$ cat src/rtl/duck_pkg.sv
// Shared types, direction encodings and sprite frame map for the duck flight engine.
package duck_pkg;

    typedef enum logic [2:0] {
        StIdle,
        StLaunch,
        StFly,
        StShot,
        StFall,
        StEscape,
        StDone
    } duck_state_t;

    typedef enum logic [1:0] {
        ColBlack  = 2'd0,
        ColBlue   = 2'd1,
        ColRed    = 2'd2,
        ColUnused = 2'd3
    } duck_color_t;

    // Rand_dir values as delivered by the random source.
    localparam logic [1:0] DirNw = 2'd0;
    localparam logic [1:0] DirW  = 2'd1;
    localparam logic [1:0] DirNe = 2'd2;
    localparam logic [1:0] DirE  = 2'd3;

    localparam logic HRight = 1'b0;
    localparam logic HLeft  = 1'b1;
    localparam logic VUp    = 1'b0;
    localparam logic VDown  = 1'b1;

    // Sprite sheet layout: each colour owns a block of ColorStride frames.
    localparam logic [5:0] BaseNe      = 6'd0;
    localparam logic [5:0] BaseE       = 6'd4;
    localparam logic [5:0] BaseShot    = 6'd8;
    localparam logic [5:0] BaseFall    = 6'd9;
    localparam logic [5:0] BaseNw      = 6'd11;
    localparam logic [5:0] BaseW       = 6'd15;
    localparam logic [5:0] ColorStride = 6'd20;

    // Sprite index for a duck given its state, colour, heading and animation phase.
    function automatic logic [5:0] frame_of(
        input duck_state_t st,
        input duck_color_t col,
        input logic        h,
        input logic        shallow,
        input logic [3:0]  flap,
        input logic        fall_alt
    );
        logic [5:0] base;
        case (st)
            StFly: begin
                if (h == HLeft) base = shallow ? BaseW : BaseNw;
                else            base = shallow ? BaseE : BaseNe;
                base = base + 6'(flap);
            end
            StEscape: base = ((h == HLeft) ? BaseNw : BaseNe) + 6'(flap);
            StShot:   base = BaseShot;
            StFall:   base = BaseFall + 6'(fall_alt);
            default:  base = 6'd0;
        endcase
        return 6'(col) * ColorStride + base;
    endfunction

endpackage

$ cat src/rtl/duck_flight_fsm.sv
// One duck channel: launch, bouncing flight, shot/fall and escape sequencing.
module duck_flight_fsm
    import duck_pkg::*;
#(
    parameter int unsigned X_MIN       = 0,
    parameter int unsigned X_MAX       = 608,
    parameter int unsigned Y_MIN       = 16,
    parameter int unsigned Y_START     = 300,
    parameter int unsigned STEP_LG     = 4,
    parameter int unsigned STEP_SM     = 2,
    parameter int unsigned FALL_STEP   = 6,
    parameter int unsigned FLAP_FRAMES = 3,
    parameter int unsigned FLY_TICKS   = 64,
    parameter int unsigned SHOT_TICKS  = 5
) (
    input  logic       ANIM_Clk,
    input  logic       Reset,
    input  logic       launch,
    input  logic       hit,
    input  logic [9:0] rand_x,
    input  logic [1:0] rand_dir,
    input  logic [1:0] rand_color,
    output logic [9:0] x,
    output logic [9:0] y,
    output logic [5:0] frame,
    output logic [1:0] color,
    output logic       active,
    output logic       escaped,
    output logic       shot_down
);

    // Signed 11-bit copies so next positions can go below zero before clamping.
    localparam logic signed [10:0] XMin     = 11'(X_MIN);
    localparam logic signed [10:0] XMax     = 11'(X_MAX);
    localparam logic signed [10:0] YMin     = 11'(Y_MIN);
    localparam logic signed [10:0] YStart   = 11'(Y_START);
    localparam logic signed [10:0] StepLg   = 11'(STEP_LG);
    localparam logic signed [10:0] StepSm   = 11'(STEP_SM);
    localparam logic signed [10:0] FallStep = 11'(FALL_STEP);
    localparam logic [15:0]        FlyLast  = 16'(FLY_TICKS - 1);
    localparam logic [15:0]        ShotLast = 16'(SHOT_TICKS - 1);
    localparam logic [3:0]         FlapLast = 4'(FLAP_FRAMES - 1);

    duck_state_t state_q, state_d;
    duck_color_t color_q, color_d;
    logic [9:0]  x_q, x_d, y_q, y_d, x_launch;
    logic        h_q, h_d, v_q, v_d, shallow_q, shallow_d;
    logic [3:0]  flap_q, flap_d, flap_inc;
    logic        fall_alt_q, fall_alt_d;
    logic [15:0] cnt_q, cnt_d;
    logic [5:0]  frame_q, frame_d;
    logic        escaped_q, escaped_d, shot_down_q, shot_down_d;

    logic signed [10:0] x_cur, y_cur, y_step, x_nx, y_nx, y_fall;

    // Next-state, motion, bounce and frame selection.
    always_comb begin
        state_d     = state_q;
        x_d         = x_q;
        y_d         = y_q;
        h_d         = h_q;
        v_d         = v_q;
        shallow_d   = shallow_q;
        color_d     = color_q;
        flap_d      = flap_q;
        fall_alt_d  = fall_alt_q;
        cnt_d       = cnt_q;
        escaped_d   = 1'b0;
        shot_down_d = 1'b0;

        x_cur    = {1'b0, x_q};
        y_cur    = {1'b0, y_q};
        y_step   = shallow_q ? StepSm : StepLg;
        x_nx     = (h_q == HLeft) ? x_cur - StepLg : x_cur + StepLg;
        y_nx     = (v_q == VDown) ? y_cur + y_step : y_cur - y_step;
        y_fall   = y_cur + FallStep;
        flap_inc = (flap_q == FlapLast) ? 4'd0 : flap_q + 4'd1;

        if (rand_x > 10'(X_MAX))      x_launch = 10'(X_MAX);
        else if (rand_x < 10'(X_MIN)) x_launch = 10'(X_MIN);
        else                          x_launch = rand_x;

        unique case (state_q)
            StIdle: begin
                if (launch) begin
                    state_d   = StLaunch;
                    x_d       = x_launch;
                    y_d       = 10'(Y_START);
                    h_d       = (rand_dir == DirNw || rand_dir == DirW) ? HLeft : HRight;
                    shallow_d = (rand_dir == DirW || rand_dir == DirE);
                    v_d       = VUp;
                    color_d   = (rand_color == ColUnused) ? ColBlack : duck_color_t'(rand_color);
                end
            end
            StLaunch: begin
                state_d = StFly;
                cnt_d   = '0;
                flap_d  = '0;
            end
            StFly: begin
                if (hit) begin
                    // Position freezes on the hit tick; the shot pose shows immediately.
                    state_d = StShot;
                    cnt_d   = '0;
                end else begin
                    if (x_nx < XMin) begin
                        x_d = 10'(X_MIN);
                        h_d = ~h_q;
                    end else if (x_nx > XMax) begin
                        x_d = 10'(X_MAX);
                        h_d = ~h_q;
                    end else begin
                        x_d = x_nx[9:0];
                    end
                    if (y_nx < YMin) begin
                        y_d = 10'(Y_MIN);
                        v_d = VDown;
                    end else if (y_nx > YStart) begin
                        y_d = 10'(Y_START);
                        v_d = VUp;
                    end else begin
                        y_d = y_nx[9:0];
                    end
                    if (cnt_q == FlyLast) begin
                        state_d = StEscape;
                        flap_d  = '0;
                    end else begin
                        cnt_d  = cnt_q + 16'd1;
                        flap_d = flap_inc;
                    end
                end
            end
            StShot: begin
                if (cnt_q == ShotLast) begin
                    state_d    = StFall;
                    fall_alt_d = 1'b0;
                end else begin
                    cnt_d = cnt_q + 16'd1;
                end
            end
            StFall: begin
                if (y_fall >= YStart) begin
                    y_d         = 10'(Y_START);
                    state_d     = StDone;
                    shot_down_d = 1'b1;
                end else begin
                    y_d        = y_fall[9:0];
                    fall_alt_d = ~fall_alt_q;
                end
            end
            StEscape: begin
                if (y_q < 10'(STEP_LG)) begin
                    state_d   = StDone;
                    escaped_d = 1'b1;
                end else begin
                    y_d    = y_q - 10'(STEP_LG);
                    flap_d = flap_inc;
                end
            end
            StDone:  state_d = StIdle;
            default: state_d = StIdle;
        endcase

        frame_d = frame_of(state_d, color_d, h_d, shallow_d, flap_d, fall_alt_d);
    end

    // Channel state register with asynchronous reset.
    always_ff @(posedge ANIM_Clk or posedge Reset) begin
        if (Reset) begin
            state_q     <= StIdle;
            x_q         <= 10'(X_MIN);
            y_q         <= 10'(Y_START);
            h_q         <= HRight;
            v_q         <= VUp;
            shallow_q   <= 1'b0;
            color_q     <= ColBlack;
            flap_q      <= '0;
            fall_alt_q  <= 1'b0;
            cnt_q       <= '0;
            frame_q     <= '0;
            escaped_q   <= 1'b0;
            shot_down_q <= 1'b0;
        end else begin
            state_q     <= state_d;
            x_q         <= x_d;
            y_q         <= y_d;
            h_q         <= h_d;
            v_q         <= v_d;
            shallow_q   <= shallow_d;
            color_q     <= color_d;
            flap_q      <= flap_d;
            fall_alt_q  <= fall_alt_d;
            cnt_q       <= cnt_d;
            frame_q     <= frame_d;
            escaped_q   <= escaped_d;
            shot_down_q <= shot_down_d;
        end
    end

    assign x         = x_q;
    assign y         = y_q;
    assign frame     = frame_q;
    assign color     = color_q;
    assign active    = (state_q != StIdle);
    assign escaped   = escaped_q;
    assign shot_down = shot_down_q;

endmodule

$ cat src/rtl/duck_flock_ctrl.sv
// Flock of independent duck channels; slices the packed per-duck buses.
module duck_flock_ctrl
    import duck_pkg::*;
#(
    parameter int unsigned NUM_DUCKS   = 2,
    parameter int unsigned X_MIN       = 0,
    parameter int unsigned X_MAX       = 608,
    parameter int unsigned Y_MIN       = 16,
    parameter int unsigned Y_START     = 300,
    parameter int unsigned STEP_LG     = 4,
    parameter int unsigned STEP_SM     = 2,
    parameter int unsigned FALL_STEP   = 6,
    parameter int unsigned FLAP_FRAMES = 3,
    parameter int unsigned FLY_TICKS   = 64,
    parameter int unsigned SHOT_TICKS  = 5
) (
    input  logic                    ANIM_Clk,
    input  logic                    Reset,
    input  logic [NUM_DUCKS-1:0]    Launch,
    input  logic [NUM_DUCKS-1:0]    Hit,
    input  logic [9:0]              Rand_X,
    input  logic [1:0]              Rand_dir,
    input  logic [1:0]              Rand_color,
    output logic [NUM_DUCKS*10-1:0] Duck_X,
    output logic [NUM_DUCKS*10-1:0] Duck_Y,
    output logic [NUM_DUCKS*6-1:0]  DuckFrame,
    output logic [NUM_DUCKS*2-1:0]  Duck_color,
    output logic [NUM_DUCKS-1:0]    Active,
    output logic [NUM_DUCKS-1:0]    Escaped,
    output logic [NUM_DUCKS-1:0]    Shot_down
);

    // All ducks share the random inputs; staggering is up to the game FSM.
    for (genvar i = 0; i < NUM_DUCKS; i++) begin : g_duck
        duck_flight_fsm #(
            .X_MIN       (X_MIN),
            .X_MAX       (X_MAX),
            .Y_MIN       (Y_MIN),
            .Y_START     (Y_START),
            .STEP_LG     (STEP_LG),
            .STEP_SM     (STEP_SM),
            .FALL_STEP   (FALL_STEP),
            .FLAP_FRAMES (FLAP_FRAMES),
            .FLY_TICKS   (FLY_TICKS),
            .SHOT_TICKS  (SHOT_TICKS)
        ) u_duck (
            .ANIM_Clk   (ANIM_Clk),
            .Reset      (Reset),
            .launch     (Launch[i]),
            .hit        (Hit[i]),
            .rand_x     (Rand_X),
            .rand_dir   (Rand_dir),
            .rand_color (Rand_color),
            .x          (Duck_X[10*i +: 10]),
            .y          (Duck_Y[10*i +: 10]),
            .frame      (DuckFrame[6*i +: 6]),
            .color      (Duck_color[2*i +: 2]),
            .active     (Active[i]),
            .escaped    (Escaped[i]),
            .shot_down  (Shot_down[i])
        );
    end

endmodule

$ cat config.mk
export PLATFORM = sky130hd
export DESIGN_NAME = duck_flock_ctrl
export DESIGN_NICKNAME = d
export VERILOG_FILES = /design/src/rtl/duck_pkg.sv /design/src/rtl/duck_flight_fsm.sv /design/src/rtl/duck_flock_ctrl.sv
export SDC_FILE = /design/constraint.sdc
export NUM_CORES = 1
export LEC_CHECK = 0
export BUFFER_PORTS_ARGS = -buffer_cell sky130_fd_sc_hd__buf_2
export CAP_MARGIN = 20
export CORE_MARGIN = 2
export CORE_UTILIZATION = 45
export CTS_CLUSTER_DIAMETER = 100
export CTS_CLUSTER_SIZE = 28
export DETAILED_ROUTE_END_ITERATION = 10
export PLACE_DENSITY_LB_ADDON = 0.25
export SKIP_LAST_GASP = 1
export SLEW_MARGIN = 20
export SYNTH_ARGS = -nofsm -noshare
export SYNTH_HDL_FRONTEND = slang
export SYNTH_SLANG_ARGS = --single-unit
$ cat constraint.sdc
create_clock -name ANIM_Clk -period 7.3 [get_ports ANIM_Clk]
set_clock_uncertainty 0.2 [all_clocks]
set_input_delay 0.73 -clock ANIM_Clk [delete_from_list [all_inputs] [get_ports ANIM_Clk]]
set_output_delay 0.73 -clock ANIM_Clk [all_outputs]
set_load 0.05 [all_outputs]
==> out/results.txt <==
CP Depth = 21
Syn Area/Cell = 8.41 sq um
Synth cell count leaders = 113 x nor2_1, 106 x dfrtp_1, 84 x nand2_1
Initial antenna violation count = 0
First-pass GRT wire length = 39500 um
Placer congestion estimate = 0.862
Cell area after layout = 0.0102 sq mm
HPWL after DPL = 17900 um
RSZ-0062 raised after global routing = false
Count of different cell masters after synthesis = 84
Critical path's top delay family = compound AO/OA/AOI/OAI gates
Vias in the first global route = 7699
Crit Path Max Fanout = 13
Clock Sink Count = 114
Reg2Reg Depth = 21
Clk Latency, worst-skew pair = 0.42 ns
Post-Synthesis Net Count = 1164
Rows = 51
Core area = 0.0196 sq mm
Post-synth EDFFs = 0
P per Cell Area = 531 mW/mm^2
CP max stage cell = o21ai_0
Detailed Route WL = 24200 um
Max Root-Sink Buffers = 2
Ys async rst share = 100%
Final setup viols = 0
Slew margin rel. = 34.6%
PostCTS Resize Cnt = 0
Achievable Freq = 173 MHz
Full die area = 0.0212 sq mm
Worst-Margin Slew = 0.977 ns
Hold WC Path Type = in2async
Synth Flop Type = dfrtp_1
H-tree depth = 4
Num ports = 82
#FFs+latches synth = 114
Status = finished clean
Crit path kind = reg2reg
1st-pass router iterations = 5
Post-CTS Hold Fix Bufs = 0
Count leader, synth = nor2_1
Synth-to-Final Area Change = 13.1%
Startpoint Class = flop
WHS = 0.231 ns
GR Overflow Total = 0
Cell area after synthesis = 0.00902 sq mm
Clock-pin transition on the worst setup and hold timing paths = 0.05 ns
Crit path required time = 7.37 ns
Root Driver = clkbuf_16
Die Y = 146 um
Sequential element share of the synthesized area = 31.7%
VDD IR max = 219 uV
DIE WIDTH = 146 um
WP buf/inv = 1
Setup crit end kind = flop
ANT cells = 0
Timing startpoint of the critical path = g_duck[0].u_duck.h_q$_DFF_PP0_
Pin count of the biggest net entering global routing = 64
Tmin final = 5.80 ns
Slowest stage delay, CP = 0.66 ns
Starting Density = 46.0%
Yosys top cell area share = 29.4%
PortBufs = 81
P_leak = 4.63 nW
Max cap viols = 0
Vias per cell = 5.95
Cell mode on critical path = a21o_1
Via Count = 8395
Setup Fix Bufs, Post-CTS = 0
Area leader, netlist = dfrtp_1
DRC = 0
Routed Antenna Nets = 0
DRT iter0 DRCs = 842
Placed cell areas = 0.00958 sq mm
Layout net count = 1224
Final hold violation count = 0
Wire per inst = 17.2 um
Fraction of final layout cells with drive strength greater than 1 = 12.7%
Worst R2R Start = g_duck[0].u_duck.h_q$_DFF_PP0_
Total Routing Usage GR = 22.6%
Most area-consuming cells after synthesis = dfrtp_1 29%, ha_1 8.9%, nor2_1 4.7%
Worst path arrival time = 5.87 ns
CTS tree = built
Fin crit share = 79.4%
Setup TNS = 0 ns
Slew Limit Fails = 0
YS warnings = 0
Mapped Cells = 1072
CP Cell Sequence = fa_1, a21o_1, a21o_1, a2111oi_0, a311oi_1, and3_1, nor3_1, mux2_2, o21ai_0, ha_1, a21o_1, a21oi_1, xnor2_1, inv_1, nand2_1, a21oi_1, nor2_1, ha_1, a21o_1, a21oi_1, xnor2_1
TritonCTS Buffers = 17
-- stage by stage --
stage | std cells | total power, mW | utilization, % | worst slack [ns]
3_5_place_dp | 1378 | 4.47 | 48.9 | 1.62
6_report | 1410 | 5.42 | 52.1 | 1.50
4_1_cts | 1410 | 5.40 | 52.1 | 1.58
3_3_place_gp | 1378 | 4.44 | 48.9 | 1.82
5_1_grt | 1410 | 5.85 | 52.1 | 0.906
2_1_floorplan | 1072 | 3.73 | - | 1.97
-- kinds of logic (layout without fill, tap and decap cells) --
logic type	after synthesis	in the layout	share of synthesized area [%]
compound gates	323	323	23.8
xor+xnor	55	55	5.34
fa+ha+maj	72	72	10.7
buf+inv	100	173	4.65
flops	114	114	31.7
mux	16	16	2.14
simple gates	392	392	21.7
-- power by group --
part	switching, mW	internal [mW]	leakage, nW	total [mW]
registers	0.290	0.832	1.49	1.12
logic	2.19	1.22	2.83	3.41
clock network	0.300	0.589	0.306	0.889
total	2.78	2.64	4.63	5.42
-- per-layer routing --
layer | part of all wire, % | vias to the layer above | GRT usage (%)
met5 | 0 | - | 0
met4 | 1.5 | 0 | 6.27
met2 | 45 | 263 | 34.6
met3 | 5.1 | 30 | 3.35
met1 | 49 | 4029 | 33.3
li1 | - | 4073 | -
-- placed cells by master (no fill, tap or decap), types with 11 or more instances in the layout --
master       n
a21o_1      22
or3_1       17
nor2_1     113
nor3_1      38
nand2_1     84
and3_1      15
nor2b_1     11
o21a_1      14
clkbuf_16   17
nand4_1     11
o21ai_0     82
o22ai_1     13
nand3_1     36
ha_1        64
dfrtp_1    106
a21oi_1     65
nand2b_1    14
xor2_1      19
inv_1       55
xnor2_1     36
buf_2       81
-- state kept, by name, summed over array words and instances, names as in the netlist, 4 cells and up --
| name | flops |
|---|---|
| g_duck.u_duck.cnt_q | 32 |
| g_duck.u_duck.x | 20 |
| g_duck.u_duck.y | 20 |
| g_duck.u_duck.frame | 12 |
| g_duck.u_duck.flap_q | 8 |
| g_duck.u_duck.state_q | 6 |
| g_duck.u_duck.color | 4 |
-- final cells by class --
type	count	area (sq um)
flip-flops and latches	114	2860
inverters	56	213
multi-input cells	858	5740
fillers	1849	9390
well taps	265	332
clock buffers	23	468
clock inverters	9	153
repair buffers	85	435
-- path summary, 6_finish.rpt --
check / endpoint / slack (ns)
hold reg to reg: g_duck[1].u_duck.flap_q[3]$_DFF_PP0_ / 0.32
min in group ANIM_Clk: g_duck[1].u_duck.flap_q[3]$_DFF_PP0_ / 0.32
setup / recovery: g_duck[0].u_duck.frame[5]$_DFF_PP0_ / 1.50
setup reg to reg: g_duck[0].u_duck.frame[5]$_DFF_PP0_ / 1.50
max in group asynchronous: g_duck[0].u_duck.x[1]$_DFFE_PP0P_ / 5.40
hold / removal: g_duck[1].u_duck.cnt_q[11]$_DFFE_PP0P_ / 0.23
Power figures use the tool's default switching activity.
